### config.mk
export PLATFORM = sky130hd
export DESIGN_NAME = firebird7_in_gate1_tessent_tdr_data_override
export DESIGN_NICKNAME = d
export VERILOG_FILES = /design/src/rtl/firebird7_in_gate1_tdr_pkg.sv /design/src/rtl/firebird7_in_gate1_tdr_shift_cnt.sv /design/src/rtl/firebird7_in_gate1_tessent_tdr_data_override.sv
export SDC_FILE = /design/constraint.sdc
export NUM_CORES = 1
export LEC_CHECK = 0
export CELL_PAD_IN_SITES_DETAIL_PLACEMENT = 1
export CELL_PAD_IN_SITES_GLOBAL_PLACEMENT = 1
export CORE_UTILIZATION = 43
export CTS_CLUSTER_DIAMETER = 60
export CTS_CLUSTER_SIZE = 40
export DETAILED_ROUTE_END_ITERATION = 10
export PLACE_DENSITY = 0.86
export SLEW_MARGIN = 20
export SYNTH_ARGS = -nofsm -noshare
export SYNTH_HDL_FRONTEND = slang
export SYNTH_SLANG_ARGS = --single-unit
### constraint.sdc
create_clock -name ijtag_tck -period 4 [get_ports ijtag_tck]
set_clock_uncertainty 0.05 [all_clocks]
set_input_delay 0.8 -clock ijtag_tck [delete_from_list [all_inputs] [get_ports ijtag_tck]]
set_output_delay 0.8 -clock ijtag_tck [all_outputs]
set_load 0.05 [all_outputs]
### src/rtl/firebird7_in_gate1_tdr_pkg.sv
`default_nettype none
// ============================================================================
//  Module      : firebird7_in_gate1_tdr_pkg
//  Description : Shared definitions for the gate1 data-override IJTAG TDR.
//                Bit positions of the select and status fields inside the
//                scan register, and the shift-length counter type.
//  Revision    : 1.0  initial release
// ============================================================================
package firebird7_in_gate1_tdr_pkg;

    localparam int DEFAULT_DATA_WIDTH = 19;

    // Select bit is the top of the scan register (nearest SI).
    function automatic int sel_pos(input int data_width);
        return data_width + 1;
    endfunction

    // Status bit sits directly above the data field.
    function automatic int stat_pos(input int data_width);
        return data_width;
    endfunction

    // Counter must hold 0 .. LEN+1, with LEN = data_width + 2.
    function automatic int cnt_width(input int data_width);
        return $clog2(data_width + 4);
    endfunction

    localparam int SEL_POS  = sel_pos(DEFAULT_DATA_WIDTH);
    localparam int STAT_POS = stat_pos(DEFAULT_DATA_WIDTH);
    localparam int CNT_W    = cnt_width(DEFAULT_DATA_WIDTH);

    typedef logic [CNT_W-1:0] cnt_t;

endpackage
`default_nettype wire

### src/rtl/firebird7_in_gate1_tdr_shift_cnt.sv
`default_nettype none
// ============================================================================
//  Module      : firebird7_in_gate1_tdr_shift_cnt
//  Description : Saturating shift-length counter. Cleared on capture,
//                incremented on every shift, saturates at LEN+1 so that an
//                over-length scan is remembered as overrun. o_complete is
//                high only when exactly LEN bits were shifted.
//  Ports       : clk        - scan clock (rising edge)
//                rst_n      - asynchronous active-low reset
//                i_clear    - capture cycle, return count to zero
//                i_shift    - shift cycle, advance count
//                o_complete - count equals LEN
//  Revision    : 1.0  initial release
// ============================================================================
module firebird7_in_gate1_tdr_shift_cnt #(
    parameter int LEN   = 21,
    parameter int CNT_W = $clog2(LEN + 2)
) (
    input  logic clk,
    input  logic rst_n,
    input  logic i_clear,
    input  logic i_shift,
    output logic o_complete
);

    localparam logic [CNT_W-1:0] C_LEN = CNT_W'(LEN);
    localparam logic [CNT_W-1:0] C_OVF = CNT_W'(LEN + 1);

    logic [CNT_W-1:0] r_cnt;

    always_ff @(posedge clk or negedge rst_n) begin
        if (!rst_n) begin
            r_cnt <= '0;
        end else if (i_clear) begin
            r_cnt <= '0;
        end else if (i_shift && (r_cnt != C_OVF)) begin
            r_cnt <= r_cnt + 1'b1;
        end
    end

    assign o_complete = (r_cnt == C_LEN);

endmodule
`default_nettype wire

### src/rtl/firebird7_in_gate1_tessent_tdr_data_override.sv
`default_nettype none
// ============================================================================
//  Module      : firebird7_in_gate1_tessent_tdr_data_override
//  Description : IJTAG TDR feeding the gate1 data mux override inputs.
//                Captures the functional word for observation, shifts in a
//                new {select, status, data} word and applies it on update
//                only if exactly LEN bits were shifted since the last
//                capture. Rejected updates set a sticky error flag.
//  Ports       : ijtag_tck          - scan clock (shift/capture rising,
//                                     update falling)
//                ijtag_reset        - asynchronous active-low reset
//                ijtag_sel/ce/se/ue - select, capture/shift/update enables
//                ijtag_si/ijtag_so  - scan in / scan out
//                functional_data_in - observed functional word
//                ijtag_select       - mux select (1 = override)
//                ijtag_data_in      - override word
//                update_error       - sticky rejected-update flag
//  Revision    : 1.0  initial release
// ============================================================================
module firebird7_in_gate1_tessent_tdr_data_override
    import firebird7_in_gate1_tdr_pkg::*;
#(
    parameter int DATA_WIDTH = 19
) (
    input  logic                  ijtag_tck,
    input  logic                  ijtag_reset,
    input  logic                  ijtag_sel,
    input  logic                  ijtag_ce,
    input  logic                  ijtag_se,
    input  logic                  ijtag_ue,
    input  logic                  ijtag_si,
    output logic                  ijtag_so,
    input  logic [DATA_WIDTH-1:0] functional_data_in,
    output logic                  ijtag_select,
    output logic [DATA_WIDTH-1:0] ijtag_data_in,
    output logic                  update_error
);

    localparam int LEN        = DATA_WIDTH + 2;
    localparam int C_SEL_POS  = sel_pos(DATA_WIDTH);
    localparam int CNT_WIDTH  = cnt_width(DATA_WIDTH);

    logic [LEN-1:0]        r_sr;
    logic                  r_select;
    logic [DATA_WIDTH-1:0] r_data;
    logic                  r_update_error;

    logic w_capture;
    logic w_shift;
    logic w_update;
    logic w_complete;

    // Capture wins over shift when both enables are high.
    assign w_capture = ijtag_sel & ijtag_ce;
    assign w_shift   = ijtag_sel & ijtag_se & ~ijtag_ce;
    assign w_update  = ijtag_sel & ijtag_ue;

    firebird7_in_gate1_tdr_shift_cnt #(
        .LEN   (LEN),
        .CNT_W (CNT_WIDTH)
    ) u_shift_cnt (
        .clk        (ijtag_tck),
        .rst_n      (ijtag_reset),
        .i_clear    (w_capture),
        .i_shift    (w_shift),
        .o_complete (w_complete)
    );

    // Scan register: the status field captures the sticky error so that
    // software can see whether the previous update was accepted.
    always_ff @(posedge ijtag_tck or negedge ijtag_reset) begin
        if (!ijtag_reset) begin
            r_sr <= '0;
        end else if (w_capture) begin
            r_sr <= {r_select, r_update_error, functional_data_in};
        end else if (w_shift) begin
            r_sr <= {ijtag_si, r_sr[LEN-1:1]};
        end
    end

    // Update registers on the falling edge. The shifted-in status bit is
    // deliberately ignored; only select and data are applied.
    always_ff @(negedge ijtag_tck or negedge ijtag_reset) begin
        if (!ijtag_reset) begin
            r_select       <= 1'b0;
            r_data         <= '0;
            r_update_error <= 1'b0;
        end else if (w_update) begin
            if (w_complete) begin
                r_select       <= r_sr[C_SEL_POS];
                r_data         <= r_sr[DATA_WIDTH-1:0];
                r_update_error <= 1'b0;
            end else begin
                r_update_error <= 1'b1;
            end
        end
    end

    assign ijtag_so      = r_sr[0];
    assign ijtag_select  = r_select;
    assign ijtag_data_in = r_data;
    assign update_error  = r_update_error;

endmodule
`default_nettype wire
# After elaboration in Yosys (flattened, before gate mapping)
# Cells that the tools add are included.
# classes
n_eq_ne,2
muxes,5
addsub,1
bitwise,5
n_reduce_logical,4
# ops
cell,count
$mux 21,2
$mux 5,2
$add 5x1->5 const B,1
$eq 5x5->1 const B,1
$ne 5x5->1 const B,1
$and 1x1->1,4
$reduce_bool 2->1,2
$reduce_and 2->1,1
$logic_and 1x1->1,1
$mux 1,1
$not 1->1,1
# totals
out_inout_bits,22
input_bits,26
ff_bits,47
word_cells,22

# Depth between registers and ports, before layout
# Gate-level depths: netlist of run 1.
# depth
depth_word,5
ltp_mapped,6
mapped_depth_nobuf,4

# Modules after synthesis
# From an unflattened synthesis of run 1, not the netlist that was laid out.
# unflattened
hier_cells,200
area_unflattened_um2,2247.2
# modules_own_cells
module,area_each_um2,seq_area_each_um2,instances,cells_per_inst
firebird7_in_gate1_tessent_tdr_data_override,1935.6,1051.0,1,169
firebird7_in_gate1_tdr_shift_cnt,311.5,125.1,1,31

==> results.txt, run 1 <==
I/O pin cnt -> 48
num rows -> 25
max-slew violation total from the final report -> 0
number of synthesized flops with an enable pin -> 0
setup repair after global routing missed its margin -> false
crit path launch type -> input port
normalized max-slew margin -> 51.3%
Cell Pwr Density -> 715 nW/µm²
status -> finished clean
synthesis warning total -> 0
RR Startpoint -> u_shift_cnt.r_cnt[2]
worst reg-to-reg setup slack -> 0.31 ns
Syn Nets -> 198
share of flip-flops with an asynchronous set or reset after synthesis -> 100%
area added between synthesis and finish -> 39.5%
later-pin clock latency in the skew report -> 0.30 ns
data required time at the worst endpoint -> 2.10 ns
buffers inserted by post-CTS timing repair -> 0
first-pass iteration count of the detailed router -> 4
die extent in x -> 73.3 µm
Inserted Diodes -> 0
post-layout net count -> 250
Critical Path Fanout Max -> 5
post-placement cell count -> 281
fraction of final layout cells sized beyond drive strength 1 -> 28.8%
Final Routed Wirelength -> 5.00 mm
startpoint of the most critical setup path -> ijtag_ue
predominant post-synthesis flop cell -> sky130_fd_sc_hd__dfrtp_1
post-synthesis cell area -> 2180 µm²
core footprint -> 4820 µm²
class of the tightest hold or removal check -> flop to flop
total DRC errors in the routed layout -> 0
Detailed Route Iter0 Violations -> 47
worst-margin pin slew -> 0.731 ns
leading cell type in the layout, fill and taps excluded -> sky130_fd_sc_hd__dfrtp_1
Min-Delay Path Depth -> 2
buffer type at the clock tree root -> sky130_fd_sc_hd__clkbuf_8
CTS-repair resized insts -> 0
maximum ir drop on the vdd rail -> 0.308 mV
HPWL after detailed placement -> 3.64 mm
buffer depth of the longest clock path -> 2
Clk pin slew, worst setup/hold paths -> 0.08 ns
fill count -> 489
Clock Sink Count -> 47
worst-case reg-to-reg path depth -> 4
type of the worst setup path -> input port to flop
routability cong. -> 0.769
final setup violating endpoints -> 0
category of the worst setup path capture point -> flop
number of max-capacitance violations reported -> 0
final hold slack -> 0.436 ns
FF+latch count, synth -> 47
hold wc startpoint -> r_sr[19]
Global Route Usage Sum -> 21.1%
Die H -> 73.3 µm
average size of a mapped cell -> 12.9 µm²
DRT antenna net count -> 0
maximum number of pins on one net before global-route repair -> 39
Post-CTS Hold Fix Bufs -> 0
post-detailed-route wirelength per cell -> 17.3 µm
global-route wire length before repair -> 8.30 mm
final hold vios -> 0
share of the yosys chip area belonging to registers -> 53.8%
CTS Buf Count -> 5
initial core utilization -> 45.4%
clock tree from TritonCTS -> yes
number of I/O port buffers -> 47
CP arrival -> 2.06 ns
vias in the first global route -> 1,609
final std cells w/o fill -> 289
total congestion overflow after global routing -> 0
footprint of the multi-input gates -> 901 µm²
P_leak -> 0.00136 µW
sequential cell area -> 1180 µm²
most frequent cells in the layout -> sky130_fd_sc_hd__dfrtp_1 (26), sky130_fd_sc_hd__clkdlybuf4s50_1 (25), sky130_fd_sc_hd__nand2_1 (23), sky130_fd_sc_hd__buf_12 (23)
full die area -> 5370 µm²
count of unique library cells instantiated by Yosys -> 29
CTS H-tree lvls -> 2
Mapped Cells -> 169
antenna violations before repair -> 0
detailed-route via count -> 1,448
ratio of routed vias to standard cells -> 5.01
metal layers:
layer	part of all wire (%)	wire length (µm)	GRT usage [%]
met2	51	2560	36.0
met3	4.6	231	5.21
met4	0.96	48	5.88
met5	0	0	0
met1	43	2160	26.6
path summary, 6_finish.rpt:
| path | to |
|---|---|
| worst max-delay path | ijtag_data_in[8] |
| worst max register to register | ijtag_data_in[8] |
| max in group asynchronous | ijtag_data_in[13] |
| min in group asynchronous | r_sr[5] |
| worst min register to register | r_sr[19] |
| worst min-delay path | r_sr[19] |
registers in the layout, summed over array words and instances, names as in the netlist:
| signal | flops |
|---|---|
| r_sr | 21 |
| u_shift_cnt.r_cnt | 5 |
| update_error | 1 |
| ijtag_select | 1 |
| ijtag_data_in | 19 |
synth_stat cells, types with 2 or more instances:
| cell type | number | area (µm²) |
|---|---|---|
| sky130_fd_sc_hd__nand2_1 | 23 | 86.3 |
| sky130_fd_sc_hd__dfrtn_1 | 21 | 526 |
| sky130_fd_sc_hd__nand3_1 | 2 | 10.0 |
| sky130_fd_sc_hd__buf_6 | 4 | 45.0 |
| sky130_fd_sc_hd__clkbuf_1 | 4 | 15.0 |
| sky130_fd_sc_hd__mux2i_1 | 21 | 210 |
| sky130_fd_sc_hd__nor2_1 | 3 | 11.3 |
| sky130_fd_sc_hd__mux2_2 | 3 | 33.8 |
| sky130_fd_sc_hd__dfrtp_1 | 26 | 651 |
| sky130_fd_sc_hd__buf_12 | 2 | 40.0 |
| sky130_fd_sc_hd__inv_1 | 2 | 7.51 |
| sky130_fd_sc_hd__o21ai_0 | 21 | 105 |
| sky130_fd_sc_hd__ha_1 | 3 | 37.5 |
| sky130_fd_sc_hd__mux2_4 | 19 | 285 |
critical path, cell delays in order:
cell	delay (ns)
sky130_fd_sc_hd__clkdlybuf4s50_1	0.48
sky130_fd_sc_hd__and4_4	0.28
sky130_fd_sc_hd__buf_4	0.18
sky130_fd_sc_hd__mux2_4	0.31
through the flow:
step / instance area, µm² / worst slack (ns) / power [µW] / util [%] / TNS, ns
3_5_place_dp: 2930 / -0.273 / 1830 / 60.8 / -4.76
4_1_cts: 3050 / 0.0464 / 2200 / 63.2 / 0
6_report: 3050 / 0.0459 / 2180 / 63.2 / 0
3_3_place_gp: 2930 / -0.234 / 1790 / 60.8 / -4.10
5_1_grt: 3050 / 0.0114 / 2280 / 63.2 / 0
2_1_floorplan: 2180 / 0.213 / 1310 / - / 0
final cells by class:
class / instances / share of cell area [%]
clock inverter: 2 / 1.15
sequential: 47 / 38.6
clock buffer: 6 / 2.71
timing repair buffer: 55 / 25.0
tap: 67 / 2.75
inverter: 2 / 0.246
multi-input combinational: 110 / 29.6
cell families (layout without fill, tap and decap cells):
family | after synthesis | in the layout | share of synthesized area, %
flops | 47 | 47 | 53.8
fa+ha+maj | 3 | 3 | 1.72
mux | 43 | 43 | 24.2
compound gates | 30 | 30 | 8.25
simple gates | 34 | 34 | 7.05
buf+inv | 12 | 65 | 4.93
power by group:
group	leakage, µW	switching, µW	internal (µW)
Combinational	0.000698	476	539
Sequential	0.000597	178	629
Clock	0.0000612	156	202
Note: power is estimated with default switching activity, not from simulation.
==> run 2, diff against run 1 <==
--- a/config.mk
+++ b/config.mk
@@ -7,11 +7,12 @@
 export LEC_CHECK = 0
 export CELL_PAD_IN_SITES_DETAIL_PLACEMENT = 1
 export CELL_PAD_IN_SITES_GLOBAL_PLACEMENT = 1
-export CORE_UTILIZATION = 43
+export CORE_UTILIZATION = 45
+export CTS_BUF_LIST = sky130_fd_sc_hd__clkbuf_8
 export CTS_CLUSTER_DIAMETER = 60
 export CTS_CLUSTER_SIZE = 40
 export DETAILED_ROUTE_END_ITERATION = 10
-export PLACE_DENSITY = 0.86
+export PLACE_DENSITY = 0.89
 export SLEW_MARGIN = 20
 export SYNTH_ARGS = -nofsm -noshare
 export SYNTH_HDL_FRONTEND = slang
==> results.txt, run 2 (synthesis gave the netlist of run 1 again) <==
Cell Pwr Density -> 716 nW/µm² (+0.11%)
buffers inserted by post-CTS timing repair -> 0 (unchanged)
HPWL after detailed placement -> 3.85 mm (+5.9%)
Critical Path Fanout Max -> 15 (+10)
Clock Sink Count -> 47 (unchanged)
initial core utilization -> 48.5% (+3.1 points)
most frequent cells in the layout -> sky130_fd_sc_hd__dfrtp_1 (26), sky130_fd_sc_hd__clkdlybuf4s50_1 (25), sky130_fd_sc_hd__nand2_1 (23), sky130_fd_sc_hd__buf_12 (23)
crit-path cells -> clkdlybuf4s50_1 > and4_4 > buf_12 > mux2_4
Global Route Usage Sum -> 24.4% (+3.3 points)
fraction of final layout cells sized beyond drive strength 1 -> 28.1% (-0.77 points)
crit path launch type -> input port
antenna violations before repair -> 0 (unchanged)
worst-case reg-to-reg path depth -> 4 (unchanged)
I/O pin cnt -> 48 (unchanged)
CTS-repair resized insts -> 0 (unchanged)
clock tree from TritonCTS -> yes
maximum number of pins on one net before global-route repair -> 44 (+13%)
post-layout net count -> 249 (-0.40%)
class of the tightest hold or removal check -> input port to async pin
max-slew violation total from the final report -> 0 (unchanged)
later-pin clock latency in the skew report -> 0.31 ns (about the same)
core footprint -> 4500 µm² (-6.5%)
num rows -> 24 (-4.0%)
setup repair after global routing missed its margin -> false
setup TNS -> 0 ns (unchanged)
Clk pin slew, worst setup/hold paths -> 0.09 ns (about the same)
Detailed Route Iter0 Violations -> 129 (+170%)
final standard cell utilization of the core -> 66.7% (+3.4 points)
first-pass iteration count of the detailed router -> 4 (unchanged)
buffer depth of the longest clock path -> 2 (unchanged)
number of I/O port buffers -> 47 (unchanged)
Biggest register -> r_sr
routability cong. -> 0.712 (-7.5%)
normalized max-slew margin -> 65.8% (+15 points)
leading cell type in the layout, fill and taps excluded -> sky130_fd_sc_hd__dfrtp_1
vias in the first global route -> 1,660 (+3.2%)
final hold slack -> 0.371 ns (-0.0642 ns)
detailed-route via count -> 1,493 (+3.1%)
final std cells w/o fill -> 273 (-5.5%)
final hold vios -> 0 (unchanged)
final setup margin -> 0.0360 ns (-0.00992 ns)
Inserted Diodes -> 0 (unchanged)
P_leak -> 0.00135 µW (-0.67%)
ratio of routed vias to standard cells -> 5.47 (+9.2%)
CP arrival -> 2.07 ns (about the same)
Final Routed Wirelength -> 5.50 mm (+10%)
highest-delay cell along the critical path -> sky130_fd_sc_hd__clkdlybuf4s50_1
post-placement cell count -> 265 (-5.7%)
CTS H-tree lvls -> 2 (unchanged)
number of max-capacitance violations reported -> 0 (unchanged)
worst slack, placed -> -0.280 ns (-0.00667 ns)
Die H -> 71.7 µm (-2.2%)
die extent in x -> 71.7 µm (-2.2%)
worst-margin pin slew -> 0.512 ns (-0.219 ns)
post-detailed-route wirelength per cell -> 20.2 µm (+17%)
buffer type at the clock tree root -> sky130_fd_sc_hd__clkbuf_8
type of the worst setup path -> input port to flop
maximum ir drop on the vdd rail -> 0.401 mV (+30%)
area added between synthesis and finish -> 37.5%
full die area -> 5140 µm² (-4.3%)
category of the worst setup path capture point -> flop
DRT antenna net count -> 0 (unchanged)
total DRC errors in the routed layout -> 0 (unchanged)
total congestion overflow after global routing -> 0 (unchanged)
final setup violating endpoints -> 0 (unchanged)
flip-flop count of the largest register after layout -> 21 (unchanged)
Post-CTS Hold Fix Bufs -> 0 (unchanged)
global-route wire length before repair -> 9.27 mm (+12%)
CTS Buf Count -> 5 (unchanged)
max incr delay on CP -> 0.49 ns (about the same)
status -> finished clean
data required time at the worst endpoint -> 2.10 ns (about the same)
run 2: per-stage QoR:
step / power (µW) / cell area (µm²)
3_5_place_dp: 1830 / 2900
6_report: 2150 / 3000
3_3_place_gp: 1780 / 2900
5_1_grt: 2240 / 3000
4_1_cts: 2160 / 3000
2_1_floorplan: 1310 / 2180
run 2: area by class of cell:
class / count / area (µm²)
inverter: 2 / 7.51
tap: 52 / 65.1
clock inverter: 1 / 3.75
clock buffer: 7 / 96.3
sequential: 47 / 1180
multi-input combinational: 110 / 901
timing repair buffer: 54 / 753
fill: 446 / 1500
run 2: report_power, final:
part           switching (µW)  internal, µW  total [µW]  leakage (µW)
Combinational             484           536        1020      0.000694
Sequential                178           629         807      0.000597
Clock                     169           156         325     0.0000557
Total                     831          1320        2150       0.00135
run 2: worst max-delay path: cells and delay by family:
kind                   cells  cell delay (ns)
buffers and inverters      2             0.67
muxes                      1             0.32
and+or+nand+nor            1             0.26
run 2: layer usage:
metal  up-vias  track usage, %  share of wire, %
met4         0            5.01              0.80
li1        690               -                 -
met1       759            30.5                44
met3         4            8.16               5.2
met2        40            41.3                49
met5         -               0                 0
run 2: final timing paths:
check | from | to | slack [ns]
max | ijtag_ue | ijtag_data_in[18] | 0.04
min | ijtag_reset | r_sr[0] | 0.37
max reg2reg | u_shift_cnt.r_cnt[2] | ijtag_data_in[18] | 0.33
min reg2reg | r_sr[19] | r_sr[19] | 0.46
max in group asynchronous | ijtag_reset | ijtag_data_in[15] | 1.12
min in group ijtag_tck | r_sr[19] | r_sr[19] | 0.46
==> run 3, diff against run 2 <==
--- a/config.mk
+++ b/config.mk
@@ -7,12 +7,12 @@
 export LEC_CHECK = 0
 export CELL_PAD_IN_SITES_DETAIL_PLACEMENT = 1
 export CELL_PAD_IN_SITES_GLOBAL_PLACEMENT = 1
-export CORE_UTILIZATION = 45
+export CORE_UTILIZATION = 30
 export CTS_BUF_LIST = sky130_fd_sc_hd__clkbuf_8
 export CTS_CLUSTER_DIAMETER = 60
 export CTS_CLUSTER_SIZE = 40
 export DETAILED_ROUTE_END_ITERATION = 10
-export PLACE_DENSITY = 0.89
+export PLACE_DENSITY = 0.64
 export SLEW_MARGIN = 20
 export SYNTH_ARGS = -nofsm -noshare
 export SYNTH_HDL_FRONTEND = slang
==> results.txt, run 3 (synthesis gave the netlist of run 1 again) <==
maximum ir drop on the vdd rail -> 0.259 mV (-35%)
worst-case reg-to-reg path depth -> 4 (unchanged)
global-route wire length before repair -> 7.81 mm (-16%)
final std cells w/o fill -> 318 (+16%)
total congestion overflow after global routing -> 0 (unchanged)
Inserted Diodes -> 0 (unchanged)
footprint of the multi-input gates -> 901 µm² (unchanged)
num rows -> 30 (+25%)
Clk pin slew, worst setup/hold paths -> 0.09 ns (about the same)
final hold vios -> 0 (unchanged)
worst slack, placed -> -0.288 ns (-0.00847 ns)
setup repair after global routing missed its margin -> false
initial core utilization -> 31.6% (-17 points)
die extent in x -> 87.3 µm (+22%)
CP arrival -> 2.02 ns (-0.05 ns)
I/O pin cnt -> 48 (unchanged)
final setup margin -> 0.0756 ns (+0.0396 ns)
antenna violations before repair -> 0 (unchanged)
detailed-route via count -> 1,429 (-4.3%)
class of the tightest hold or removal check -> input port to async pin
worst-margin pin slew -> 0.492 ns (-0.0201 ns)
Clock Sink Count -> 47 (unchanged)
maximum number of pins on one net before global-route repair -> 44 (unchanged)
critical register-to-register path endpoint -> ijtag_data_in[6]
number of I/O port buffers -> 47 (unchanged)
vias in the first global route -> 1,492 (-10%)
post-detailed-route wirelength per cell -> 14.6 µm (-28%)
total DRC errors in the routed layout -> 0 (unchanged)
max incr delay on CP -> 0.48 ns (about the same)
buffer type at the clock tree root -> sky130_fd_sc_hd__clkbuf_8
clock tree from TritonCTS -> yes
full die area -> 7630 µm² (+48%)
sequential cell area -> 1180 µm² (unchanged)
post-layout net count -> 250 (+0.40%)
Cell Pwr Density -> 692 nW/µm² (-3.4%)
Global Route Usage Sum -> 13.5% (-11 points)
Critical Path Fanout Max -> 10 (-5)
worst reg-to-reg setup slack -> 0.41 ns (+0.08 ns)
crit-path cells -> clkdlybuf4s50_1 > and4_4 > buf_12 > mux2_4
normalized max-slew margin -> 67.1% (+1.3 points)
CTS-repair resized insts -> 0 (unchanged)
ratio of routed vias to standard cells -> 4.49 (-18%)
type of the worst setup path -> input port to flop
fraction of final layout cells sized beyond drive strength 1 -> 27.9% (-0.13 points)
flip-flop count of the largest register after layout -> 21 (unchanged)
core footprint -> 6910 µm² (+53%)
area added between synthesis and finish -> 41.3%
HPWL after detailed placement -> 3.30 mm (-14%)
number of max-capacitance violations reported -> 0 (unchanged)
Die H -> 87.3 µm (+22%)
final instance area -> 3090 µm² (+2.8%)
P_leak -> 0.00137 µW (+1.7%)
DRT antenna net count -> 0 (unchanged)
Post-CTS Hold Fix Bufs -> 0 (unchanged)
post-placement cell count -> 310 (+17%)
Detailed Route Iter0 Violations -> 47 (-64%)
buffers inserted by post-CTS timing repair -> 0 (unchanged)
buffer depth of the longest clock path -> 2 (unchanged)
leading cell type in the layout, fill and taps excluded -> sky130_fd_sc_hd__dfrtp_1
most frequent cells in the layout -> sky130_fd_sc_hd__dfrtp_1 (26), sky130_fd_sc_hd__clkdlybuf4s50_1 (24), sky130_fd_sc_hd__buf_12 (24)
Final Routed Wirelength -> 4.65 mm (-16%)
RR Startpoint -> u_shift_cnt.r_cnt[2]
later-pin clock latency in the skew report -> 0.30 ns (about the same)
category of the worst setup path capture point -> flop
status -> finished clean
routability cong. -> 0.719 (+1.0%)
max-slew violation total from the final report -> 0 (unchanged)
Biggest register -> r_sr
CTS Buf Count -> 5 (unchanged)
CTS H-tree lvls -> 2 (unchanged)
first-pass iteration count of the detailed router -> 6 (+2)
highest-delay cell along the critical path -> sky130_fd_sc_hd__clkdlybuf4s50_1
fill count -> 741 (+66%)
crit path launch type -> input port
data required time at the worst endpoint -> 2.09 ns (about the same)
post-detailed-placement cell area -> 2980 µm² (+2.6%)
final setup violating endpoints -> 0 (unchanged)
## run 3: cell count changes in the layout (fill, tap and decap cells not counted), sizes merged
| cell | delta |
|---|---|
| clkdlybuf4s50 | -1 |
| bufinv | +1 |
| clkbuf | -2 |
| dlymetal6s2s | +1 |
| buf | +1 |
| inv | +1 |
## run 3: area by class of cell
type / instances / share of cell area (%)
sequential: 47 / 38.1
multi-input combinational: 110 / 29.2
timing repair buffer: 55 / 25.1
tap: 96 / 3.89
clock buffer: 5 / 2.23
clock inverter: 3 / 1.22
inverter: 2 / 0.243
## run 3: stage by stage
stage | TNS (ns) | power [µW] | hold WS (ns) | util, %
2_1_floorplan | 0 | 1310 | 0.399 | -
3_3_place_gp | -5.56 | 1800 | 0.423 | 43.1
3_5_place_dp | -5.55 | 1820 | 0.441 | 43.1
4_1_cts | 0 | 2160 | 0.364 | 44.7
5_1_grt | 0 | 2240 | 0.365 | 44.7
6_report | 0 | 2140 | 0.355 | 44.7
## run 3: metal layers
layer | vias up | share of wire (%) | track usage (%)
met5 | - | 0 | 0
met4 | 0 | 0.95 | 4.92
li1 | 698 | - | -
met3 | 5 | 4.3 | 3.13
met1 | 693 | 50 | 19.0
met2 | 33 | 45 | 20.3
## run 3: worst max-delay path by stage
stage	startpoint	to	slack [ns]	depth (start not counted)
2_1_floorplan	ijtag_sel	ijtag_data_in[0]	0.21	4
3_3_place_gp	ijtag_sel	ijtag_data_in[13]	-0.29	4
3_5_place_dp	ijtag_sel	ijtag_data_in[6]	-0.29	4
4_1_cts	ijtag_sel	ijtag_data_in[6]	0.02	4
5_1_grt	ijtag_ue	ijtag_data_in[7]	0.04	4
6_report	ijtag_ue	ijtag_data_in[6]	0.08	4
## run 3: worst max-delay path, delay by kind of cell
family,cells,cell delay [ns]
buffers and inverters,2,0.63
muxes,1,0.30
and+or+nand+nor,1,0.27
## run 3: report_power, final
group | leakage [µW] | internal [µW] | switching (µW)
Combinational | 0.000711 | 539 | 460
Clock | 0.0000607 | 182 | 158
Sequential | 0.000597 | 629 | 167
Total | 0.00137 | 1350 | 785
